===== src/rtl/tag_comparator_pkg.sv =====
// Shared definitions for the DRAM-cache tag comparator: FSM states,
// metadata beat layout and R-channel response decoding.
package tag_comparator_pkg;

    typedef enum logic [2:0] {
        S_IDLE = 3'd0,
        S_LOAD = 3'd1,
        S_META = 3'd2,
        S_DATA = 3'd3,
        S_OUT  = 3'd4
    } state_e;

    // Metadata beat layout: {..., tag, dirty, valid}
    localparam int META_VALID_BIT = 0;
    localparam int META_DIRTY_BIT = 1;
    localparam int META_TAG_LSB   = 2;

    // SLVERR and DECERR both have the upper response bit set
    localparam int RRESP_ERR_BIT  = 1;

    function automatic logic resp_is_err(input logic [1:0] resp);
        return resp[RRESP_ERR_BIT];
    endfunction

endpackage


===== src/rtl/tag_comparator.sv =====
// Pops one request from the tag FIFO, consumes its two-beat tag-and-data
// response and presents one registered hit/miss record per request.
module tag_comparator
    import tag_comparator_pkg::*;
#(
    parameter int ADDR_WIDTH   = 64,
    parameter int ID_WIDTH     = 4,
    parameter int TID_WIDTH    = 16,
    parameter int INDEX_WIDTH  = 20,
    parameter int OFFSET_WIDTH = 6,
    parameter int DATA_WIDTH   = 512
) (
    input  logic                              clk,
    input  logic                              rst_n,
    input  logic                              tag_fifo_empty_i,
    output logic                              tag_fifo_rden_o,
    input  logic [ADDR_WIDTH+TID_WIDTH:0]     tag_fifo_data_i,
    input  logic [ID_WIDTH-1:0]               rid_i,
    input  logic [DATA_WIDTH-1:0]             rdata_i,
    input  logic [1:0]                        rresp_i,
    input  logic                              rlast_i,
    input  logic                              rvalid_i,
    output logic                              rready_o,
    output logic                              res_valid_o,
    input  logic                              res_ready_i,
    output logic                              res_hit_o,
    output logic                              res_write_o,
    output logic                              res_dirty_o,
    output logic [ADDR_WIDTH-INDEX_WIDTH-OFFSET_WIDTH-1:0] res_victim_tag_o,
    output logic [ADDR_WIDTH-1:0]             res_addr_o,
    output logic [TID_WIDTH-1:0]              res_tid_o,
    output logic [DATA_WIDTH-1:0]             res_data_o,
    output logic                              res_err_o
);

    localparam int TAG_WIDTH      = ADDR_WIDTH - INDEX_WIDTH - OFFSET_WIDTH;
    localparam int REQ_TAG_LSB    = OFFSET_WIDTH + INDEX_WIDTH;
    localparam int FIFO_ADDR_LSB  = 0;
    localparam int FIFO_TID_LSB   = ADDR_WIDTH;
    localparam int FIFO_WRITE_BIT = ADDR_WIDTH + TID_WIDTH;

    typedef struct packed {
        logic                  hit;
        logic                  write;
        logic                  dirty;
        logic [TAG_WIDTH-1:0]  victim_tag;
        logic [ADDR_WIDTH-1:0] addr;
        logic [TID_WIDTH-1:0]  tid;
        logic [DATA_WIDTH-1:0] data;
        logic                  err;
    } result_t;

    state_e  state_r, state_s;
    result_t res_r, res_s;
    logic    meta_valid_r, meta_valid_s;
    logic    data_taken_r, data_taken_s;
    logic    rready_r;
    logic    res_valid_r;
    logic    pop_s;
    logic    rid_unused_s;

    // Next-state and result-record update, one request in flight at a time
    always_comb begin
        state_s      = state_r;
        res_s        = res_r;
        meta_valid_s = meta_valid_r;
        data_taken_s = data_taken_r;
        pop_s        = 1'b0;
        case (state_r)
            S_IDLE: begin
                if (!tag_fifo_empty_i) begin
                    pop_s   = 1'b1;
                    state_s = S_LOAD;
                end else begin
                    state_s = S_IDLE;
                end
            end
            S_LOAD: begin
                res_s        = '0;
                res_s.write  = tag_fifo_data_i[FIFO_WRITE_BIT];
                res_s.tid    = tag_fifo_data_i[FIFO_TID_LSB +: TID_WIDTH];
                res_s.addr   = tag_fifo_data_i[FIFO_ADDR_LSB +: ADDR_WIDTH];
                meta_valid_s = 1'b0;
                data_taken_s = 1'b0;
                state_s      = S_META;
            end
            S_META: begin
                if (rvalid_i) begin
                    meta_valid_s     = rdata_i[META_VALID_BIT];
                    res_s.dirty      = rdata_i[META_DIRTY_BIT];
                    res_s.victim_tag = rdata_i[META_TAG_LSB +: TAG_WIDTH];
                    // A burst that ends on the metadata beat carries no line data
                    res_s.err        = resp_is_err(rresp_i) | rlast_i;
                    state_s          = rlast_i ? S_OUT : S_DATA;
                end else begin
                    state_s = S_META;
                end
            end
            S_DATA: begin
                if (rvalid_i) begin
                    if (!data_taken_r) begin
                        res_s.data = rdata_i;
                    end else begin
                        res_s.data = res_r.data;
                    end
                    data_taken_s = 1'b1;
                    // Overlong bursts are drained to rlast but flagged
                    res_s.err    = res_r.err | resp_is_err(rresp_i) | ~rlast_i;
                    state_s      = rlast_i ? S_OUT : S_DATA;
                end else begin
                    state_s = S_DATA;
                end
            end
            S_OUT: begin
                if (res_ready_i) begin
                    state_s = S_IDLE;
                end else begin
                    state_s = S_OUT;
                end
            end
            default: begin
                state_s = S_IDLE;
            end
        endcase
        res_s.hit = meta_valid_s
                  & (res_s.victim_tag == res_s.addr[ADDR_WIDTH-1:REQ_TAG_LSB])
                  & ~res_s.err;
    end

    // State, result record and handshake registers
    always_ff @(posedge clk) begin
        if (!rst_n) begin
            state_r      <= S_IDLE;
            res_r        <= '0;
            meta_valid_r <= 1'b0;
            data_taken_r <= 1'b0;
            rready_r     <= 1'b0;
            res_valid_r  <= 1'b0;
        end else begin
            state_r      <= state_s;
            res_r        <= res_s;
            meta_valid_r <= meta_valid_s;
            data_taken_r <= data_taken_s;
            rready_r     <= (state_s == S_META) || (state_s == S_DATA);
            res_valid_r  <= (state_s == S_OUT);
        end
    end

    // The pop is issued in the idle cycle so the entry is on the bus in S_LOAD
    assign tag_fifo_rden_o  = pop_s & rst_n;
    assign rready_o         = rready_r;
    assign res_valid_o      = res_valid_r;
    assign res_hit_o        = res_r.hit;
    assign res_write_o      = res_r.write;
    assign res_dirty_o      = res_r.dirty;
    assign res_victim_tag_o = res_r.victim_tag;
    assign res_addr_o       = res_r.addr;
    assign res_tid_o        = res_r.tid;
    assign res_data_o       = res_r.data;
    assign res_err_o        = res_r.err;

    // Responses return in order, so the ID and the low response bit carry no information here
    assign rid_unused_s = ^{rid_i, rresp_i[0]};

endmodule


===== config.mk =====
export PLATFORM = sky130hd
export DESIGN_NAME = tag_comparator
export DESIGN_NICKNAME = d
export VERILOG_FILES = /design/src/rtl/tag_comparator_pkg.sv /design/src/rtl/tag_comparator.sv
export SDC_FILE = /design/constraint.sdc
export NUM_CORES = 1
export LEC_CHECK = 0
export ABC_CLOCK_PERIOD_IN_PS = 2600
export CORE_AREA = 2 2 478 480
export CTS_CLUSTER_DIAMETER = 80
export DETAILED_ROUTE_END_ITERATION = 12
export DIE_AREA = 0 0 480 482
export PLACE_DENSITY = 0.3
export SETUP_SLACK_MARGIN = 0.2
export SYNTH_ARGS = -nofsm -noshare
export SYNTH_HDL_FRONTEND = slang
export SYNTH_SLANG_ARGS = --single-unit

===== constraint.sdc =====
create_clock -name clk -period 2.6 [get_ports clk]
set_input_delay 0.39 -clock clk [delete_from_list [all_inputs] [get_ports clk]]
set_output_delay 0.39 -clock clk [all_outputs]
set_load 0.1 [all_outputs]

Word level (Yosys, flattened, before mapping)
Index checks and enable logic that the tools add are counted.
- register bits after elaboration: 641
- input port bits: 605
- output and inout port bits: 637
- logic and storage cells: 60
- equal/unequal tests: 11
- muxes and demuxes: 20
- bitwise logic cells: 8
- reductions and logical operators: 7
- operators by type and width (cell ; number):
    $pmux 512 s2 ; 1
    $mux 513 ; 1
    $mux 512 ; 1
    $mux 80 ; 1
    $pmux 39 s2 ; 1
    $mux 39 ; 1
    $eq 38x38->1 ; 1
    $pmux 3 s5 ; 1
    $eq 3x2->1 const B ; 4
    $mux 3 ; 4
    $eq 3x3->1 const B ; 2
    $mux 1 ; 6
    $ne 2x2->1 const B ; 3
    $pmux 1 s2 ; 2
    $reduce_and 2->1 ; 2
    $reduce_bool 2->1 ; 2
    $and 1x1->1 ; 3
    $eq 3x1->1 const B ; 1
    $logic_not 3->1 ; 1
    $or 1x1->1 ; 3
    $pmux 1 s3 ; 1
    $reduce_and 3->1 ; 1
    $not 1->1 ; 2
    $logic_or 1x1->1 ; 1

Logic depth before layout (Yosys ltp)
Gate-level depths: netlist of run 1.
- word-level depth: 6
- gate-level depth with buffers: 10

Worst setup path after synthesis of run 1
Ideal clock, no wire load.
- path kind: reg-to-output
- start point: register state_r[1]
- end point: output port tag_fifo_rden_o
- data arrival time: 2.423 ns
- required time: 2.210 ns
- setup slack: -0.213 ns
- cell stages (with the launch flop): 6
- path through: dfxtp_1 buf_2 buf_1 buf_1 nor3_1 nor2b_1
- longest elaborated chain between the ends: 3
- ends and longest elaborated chain (item ; RTL line ; source):
    from (decl) ; tag_comparator.sv:53 ; state_e state_r, state_s;
    from (signal assigned) ; tag_comparator.sv:140 ; state_r <= state_s;
    $logic_not 3->1 ; tag_comparator.sv:69 ; case (state_r)
    $mux 1 ; tag_comparator.sv:69 ;
    $and 1x1->1 ; tag_comparator.sv:150 ; assign tag_fifo_rden_o = pop_s & rst_n;
    to (decl) ; tag_comparator.sv:16 ; output logic tag_fifo_rden_o,
Every way passes these cells.

Worst setup path in the final report of run 1
Ends and elaborated chain as after synthesis.

==> impl_metrics.csv, run 1 <==
group,metric,value,unit
yosys,netlist.area_leader.share,0.509,
clock_tree,cts_tree,"yes",
sta,period_needed,2.29,ns
global_routing,gr-total-overflow,0,
yosys,async_flop_share,0,
power_and_ir_drop,p_leak,16.0,nW
routing,routedWlPerCell,24.1,microns
sta,relSlewSlack,0.335,
routing,first_pass_iters,7,
yosys,yosysWarnings,0,
cells_and_area,layout_commonest_cell,"buf_4",
worst_setup_path,r2r_start,"state_r[0]",
sta,worst_slew_pin_slew,0.998,ns
power_and_ir_drop,ir_drop,0.503,mV
routing,vias,25928,
worst_setup_path,cp_top_family,"simple AND/OR/NAND/NOR gates",
sta,timing.hold.ws,0.206,ns
yosys,yosysSeqAreaShare,0.509,
cells_and_area,layout-drive-gt1-share,0.235,
sta,period_share,0.879,
worst_setup_path,arrival,1.90,ns
worst_setup_path,crit_required,2.21,ns
clock_tree,htreeDepth,3,
run,cap_violations,0,
global_routing,grt_pass1_wl,229000,microns
floorplan,die_h,482,microns
yosys,ys_types,38,
floorplan,pin_count,1242,
worst_setup_path,crit_type,"flop to output pin",
global_routing,grt_antenna_before_repair,54,
yosys,syn_nets,3476,
worst_setup_path,rrSetupSlack,0.32,ns
worst_setup_path,ff2ff_path_depth,9,
floorplan,coreArea,226000,sq um
power_and_ir_drop,power,0.0279,W
worst_setup_path,worstPathCellList,"buf_12 -> nor3_4 -> nor2b_4 -> buf_12",
routing,drc,0,
clock_tree,cts_buffer_depth,3,
clock_tree,clk_pin_slew,0.06,ns
worst_setup_path,path_max_fanout,33,
routing,vias_per_cell,3.61,
cells_and_area,final_net_count,4701,
hold_path,hold_end,"res_data_o[476]",
yosys,synth_cells,2871,
yosys,ys_ff_latch,641,
floorplan,start_util,0.111,
yosys,synth.top_cells.by_area,"dfxtp_1, a21boi_0, nand3_1",
yosys,synth_top_area_cell,"dfxtp_1",
place,gp_congestion,0.839,
worst_setup_path,slowest_delay,0.37,ns
routing,ant_nets,0,
place,hpwl,134000,microns
yosys,ys.flop_type,"dfxtp_1",
cells_and_area,final_cell_mix,"buf_4, dfxtp_1, nand2_1",
hold_path,hold_path_class,"input pin to flop",
clock_tree,cts-root-buf,"clkbuf_16",
sta,layout_setup_ws,0.314,ns
worst_setup_path,cp_common_cell,"buf_12",
sta,tns,0,ns
hold_path,hold_start,"rdata_i[476]",
cells_and_area,post-route-util,0.193,
routing,drt_first_iter_violations,1368,
worst_setup_path,r2r_end,"res_hit_o",
floorplan,die_x,480,microns
yosys,synth_area,25200,sq um
hold_path,holdPathStages,3,
cells_and_area,area_growth,73.7,%
place,place_ws,-0.412,ns
yosys,synth_area_per_cell,8.77,sq um
worst_setup_path,cp_num_buf_inv,2,
sta,skew,0.0254,ns
floorplan,dieArea,231000,sq um
clock_tree,clock_sinks,641,
global_routing,grt_max_degree,157,
place,portBuffers,1236,
routing,finalWirelength,173000,microns
sta,rsz0062_at_grt,"no",
clock_tree,cts_made_buffers,97,
floorplan,std_cell_rows,175,
run_status,status,"complete, no violations",
clock_tree,clock_latency,0.73,ns
sta,hold_viol,0,
worst_setup_path,startpoint_type,"flop",
global_routing,first_global_vias,26208,
global_routing,grt_util_all_layers,0.142,
sta,drv_slew,0,
sta,finalSetupViolations,0,
power_and_ir_drop,p_per_area,638,nW/um^2
yosys,synth-edff-count,0,
worst_setup_path,cp_slowest_cell,"dfxtp_2",
worst_setup_path,end_kind,"output pin",
sta,max_freq,438,MHz
per-layer routing:
layer | share of wire | GRT usage | up-vias
li1 | - | - | 12296
met1 | 0.42 | 0.169 | 12319
met2 | 0.44 | 0.220 | 1045
met3 | 0.12 | 0.0731 | 224
met4 | 0.023 | 0.0437 | 44
met5 | 0.0017 | 0 | -
per-stage QoR:
step	area (sq um)	cells
global placement	40400	7001
CTS	43600	7179
detailed placement	40400	7001
floorplan	25200	2871
global route	43700	7189
finish	43700	7191
sequential cells by signal, summed over array words and instances, names as in the netlist, 3 cells and up:
| signal | cells |
|---|---|
| state_r | 3 |
| res_victim_tag_o | 38 |
| res_tid_o | 16 |
| res_addr_o | 64 |
| res_data_o | 512 |
worst min-delay path, cell delays in order:
cell and delay [ns]:
clkdlybuf4s50_1 0.40, nand2_1 0.05, a21boi_0 0.06
report_power, final:
part | internal [W] | total (W) | switching (W)
Combinational | 0.00168 | 0.00446 | 0.00277
Sequential | 0.0100 | 0.0101 | 0.000117
Clock | 0.00783 | 0.0133 | 0.00550
Total | 0.0195 | 0.0279 | 0.00839
how the worst max path moves through the flow:
| stage | cells after the start | slack [ns] | to | start |
|---|---|---|---|---|
| after floorplan | 5 | 0.30 | tag_fifo_rden_o | state_r[1] |
| after global placement | 9 | -0.55 | res_hit_o | rvalid_i |
| after detailed placement | 8 | -0.41 | res_data_o[311] | rvalid_i |
| after CTS | 4 | 0.20 | tag_fifo_rden_o | state_r[1] |
| after global routing | 4 | 0.21 | tag_fifo_rden_o | state_r[1] |
| final | 4 | 0.31 | tag_fifo_rden_o | state_r[1] |
synth_stat cells (2+ instances only):
cell and count:
buf_1 38, nand3_1 516, clkbuf_1 162, a22o_1 38
nor3_1 2, buf_6 5, o21ai_0 2, a31oi_1 2
dfxtp_1 641, a311oi_1 2, mux2i_1 35, a21oi_1 14
a22oi_1 9, nor4_1 6, mux2i_4 3, nand4_1 4
nor2_1 5, and2_1 22, xnor2_1 13, buf_2 70
nor2b_1 59, nor4_2 2, nand2b_1 2, xor2_1 25
a21boi_0 558, nand2_1 611, a32oi_1 5, a32o_1 10
cells by family (layout without fill, tap and decap cells):
family	after synthesis	after routing	synth area share
and+or+nand+nor	1236	1236	0.222
AOI/OAI and AO/OA	641	641	0.193
DFF	641	641	0.509
buffers and inverters	277	1580	0.0464
xor gates and xnor gates	38	38	0.0132
muxes	38	38	0.0166
other	0	8	0
cell type report:
type                    instances  area, sq um
well taps                    3009         3760
flip-flops and latches        641        12800
clock inverters                32          265
clock buffers                 145         2910
diodes                          8         20.0
fillers                     25390       183000
multi-input cells            1953        11200
repair buffers               1402        12700
inverters                       1         3.75
what timing repair did:
action | 4_1_cts | 5_1_grt
hold buffers | 1 | 0
pin swaps | 0 | 1
resized for setup | 9 | 7
cloned | 0 | 2
endpoints found under the setup margin | 2 | 130
hold endpoints to repair | 3 | 0
buffers inserted | 0 | 2
(Power assumes the default switching activity.)
==> run 2: changes to the inputs <==
--- a/config.mk
+++ b/config.mk
@@ -10,6 +10,8 @@
 export CTS_CLUSTER_DIAMETER = 80
 export DETAILED_ROUTE_END_ITERATION = 12
 export DIE_AREA = 0 0 480 482
+export HOLD_SLACK_MARGIN = 0.06
+export MAX_ROUTING_LAYER = met4
 export PLACE_DENSITY = 0.3
 export SETUP_SLACK_MARGIN = 0.2
 export SYNTH_ARGS = -nofsm -noshare
==> impl_metrics.csv, run 2 (synthesis gave the netlist of run 1 again) <==
group,metric,value,unit
run_status,status,"complete, no violations",
cells_and_area,seq_area,12800,sq um
cells_and_area,final_net_count,4700,
clock_tree,htreeDepth,3,
floorplan,die_x,480,microns
power_and_ir_drop,combPwrFrac,0.159,
global_routing,gr-total-overflow,0,
routing,vias,25825,
place,hpwl,134000,microns
floorplan,coreArea,226000,sq um
cells_and_area,largest_register_ffs,512,
power_and_ir_drop,switching_share,0.300,
routing,drt_first_iter_violations,1361,
power_and_ir_drop,power,0.0279,W
floorplan,std_cell_rows,175,
cells_and_area,multi_input_area,11200,sq um
sta,period_needed,2.29,ns
power_and_ir_drop,p_switching,0.00837,W
worst_setup_path,r2r_start,"state_r[0]",
cells_and_area,area_growth,73.8,%
worst_setup_path,crit_required,3.24,ns
power_and_ir_drop,ir_drop,0.497,mV
power_and_ir_drop,p_leak,16.0,nW
worst_setup_path,path_max_fanout,10,
floorplan,dieArea,231000,sq um
sta,period_share,0.881,
place,portBuffers,1236,
sta,relSlewSlack,0.343,
sta,hold_viol,0,
cells_and_area,post-route-util,0.193,
power_and_ir_drop,pwr-share-seq,0.363,
clock_tree,clk_pin_slew,0.06,ns
run,cap_violations,0,
power_and_ir_drop,internal-power,0.0195,W
routing,finalWirelength,172000,microns
worst_setup_path,end_kind,"flop",
clock_tree,cts_tree,"yes",
routing,ant_nets,0,
clock_tree,clock_latency,0.72,ns
power_and_ir_drop,clockPowerShare,0.478,
clock_tree,cts-root-buf,"clkbuf_16",
floorplan,die_h,482,microns
routing,drc,0,
clock_tree,cts_made_buffers,97,
hold_path,hold_path_class,"input pin to flop",
cells_and_area,fill_cells,25381,
clock_tree,cts_buffer_depth,3,
hold_path,holdPathStages,3,
routing,first_pass_iters,5,
sta,drv_slew,0,
worst_setup_path,rrSetupSlack,0.31,ns
hold_path,hold_end,"res_data_o[476]",
worst_setup_path,arrival,2.93,ns
global_routing,grt_pass1_wl,229000,microns
power_and_ir_drop,p_per_area,637,nW/um^2
sta,max_freq,437,MHz
hold_path,hold_start,"rdata_i[476]",
global_routing,first_global_vias,26221,
global_routing,grt_util_all_layers,0.146,
worst_setup_path,ff2ff_path_depth,9,
cells_and_area,layout_commonest_cell,"buf_4",
worst_setup_path,crit_type,"flop to flop",
place,gp_congestion,0.852,
clock_tree,clock_sinks,641,
worst_setup_path,startpoint_type,"flop",
sta,finalSetupViolations,0,
routing,vias_per_cell,3.58,
global_routing,grt_antenna_before_repair,54,
floorplan,start_util,0.111,
sta,worst_slew_pin_slew,0.985,ns
cells_and_area,layout-drive-gt1-share,0.235,
sta,rsz0062_at_grt,"no",
floorplan,pin_count,1242,
routing,routedWlPerCell,23.9,microns
sta,timing.hold.ws,0.218,ns
sta,skew,0.0240,ns
worst_setup_path,r2r_end,"res_hit_o",
cells_and_area,final_cell_mix,"buf_4, dfxtp_1, nand2_1",
global_routing,grt_max_degree,157,
run 2: changes by cell type in the layout (fill, tap and decap cells not counted), sizes merged:
cell,delta
diode,+23
clkbuf,-1
run 2: final cells by class:
class                      instances  area share
tap                             3009      0.0860
clock inverter                    32     0.00606
antenna                           31     0.00177
inverter                           1   0.0000858
timing repair buffer            1401       0.289
clock buffer                     145      0.0665
multi-input combinational       1953       0.257
sequential                       641       0.293
run 2: routing by layer:
metal,routed length [microns],vias to the layer above,global-route usage
met3,19000,182,0.0683
li1,-,12333,-
met2,77000,1005,0.225
met5,0,-,-
met1,73400,12305,0.172
met4,3080,0,0.0327
run 2: worst max path at each step:
stage / from / endpoint / slack, ns / depth (start not counted)
after floorplan: state_r[1] / tag_fifo_rden_o / 0.30 / 5
after global placement: rvalid_i / res_hit_o / -0.55 / 9
after global routing: state_r[1] / tag_fifo_rden_o / 0.21 / 4
final: state_r[0] / res_hit_o / 0.31 / 9
after detailed placement: rvalid_i / res_data_o[311] / -0.41 / 8
after CTS: state_r[1] / tag_fifo_rden_o / 0.20 / 4
run 2: repair_timing:
item | CTS | global route
gates resized for setup | 9 | 6
pin swaps | 0 | 1
gates cloned | 0 | 1
hold buffers | 1 | 0
endpoints found under the setup margin | 2 | 119
endpoints found under the hold margin | 3 | 0
setup buffers | 0 | 2
run 2: worst max-delay path, stage by stage (launching register included):
cell,delay [ns]
dfxtp_2,0.41
nor2b_4,0.20
nand2b_4,0.12
buf_4,0.22
buf_4,0.16
mux2i_2,0.28
xnor2_1,0.12
nor4_1,0.31
nand4_1,0.15
nor4_2,0.21
run 2: power by group through the flow:
stage / logic (W) / clock network, W / registers [W]
floorplan: 0.00108 / 0 / 0.0116
global placement: 0.00448 / 0 / 0.0103
detailed placement: 0.00446 / 0 / 0.0103
CTS: 0.00449 / 0.0140 / 0.0101
global route: 0.00468 / 0.0143 / 0.0101
finish: 0.00443 / 0.0133 / 0.0101
run 2: metrics by stage:
step           instance area (sq um)  setup TNS (ns)  setup slack, ns  cells
4_1_cts                        43600               0            0.202   7179
2_1_floorplan                  25200               0            0.303   2871
5_1_grt                        43800               0            0.213   7210
6_report                       43800               0            0.310   7213
3_3_place_gp                   40400         -124.12           -0.555   7001
3_5_place_dp                   40400         -134.16           -0.412   7001
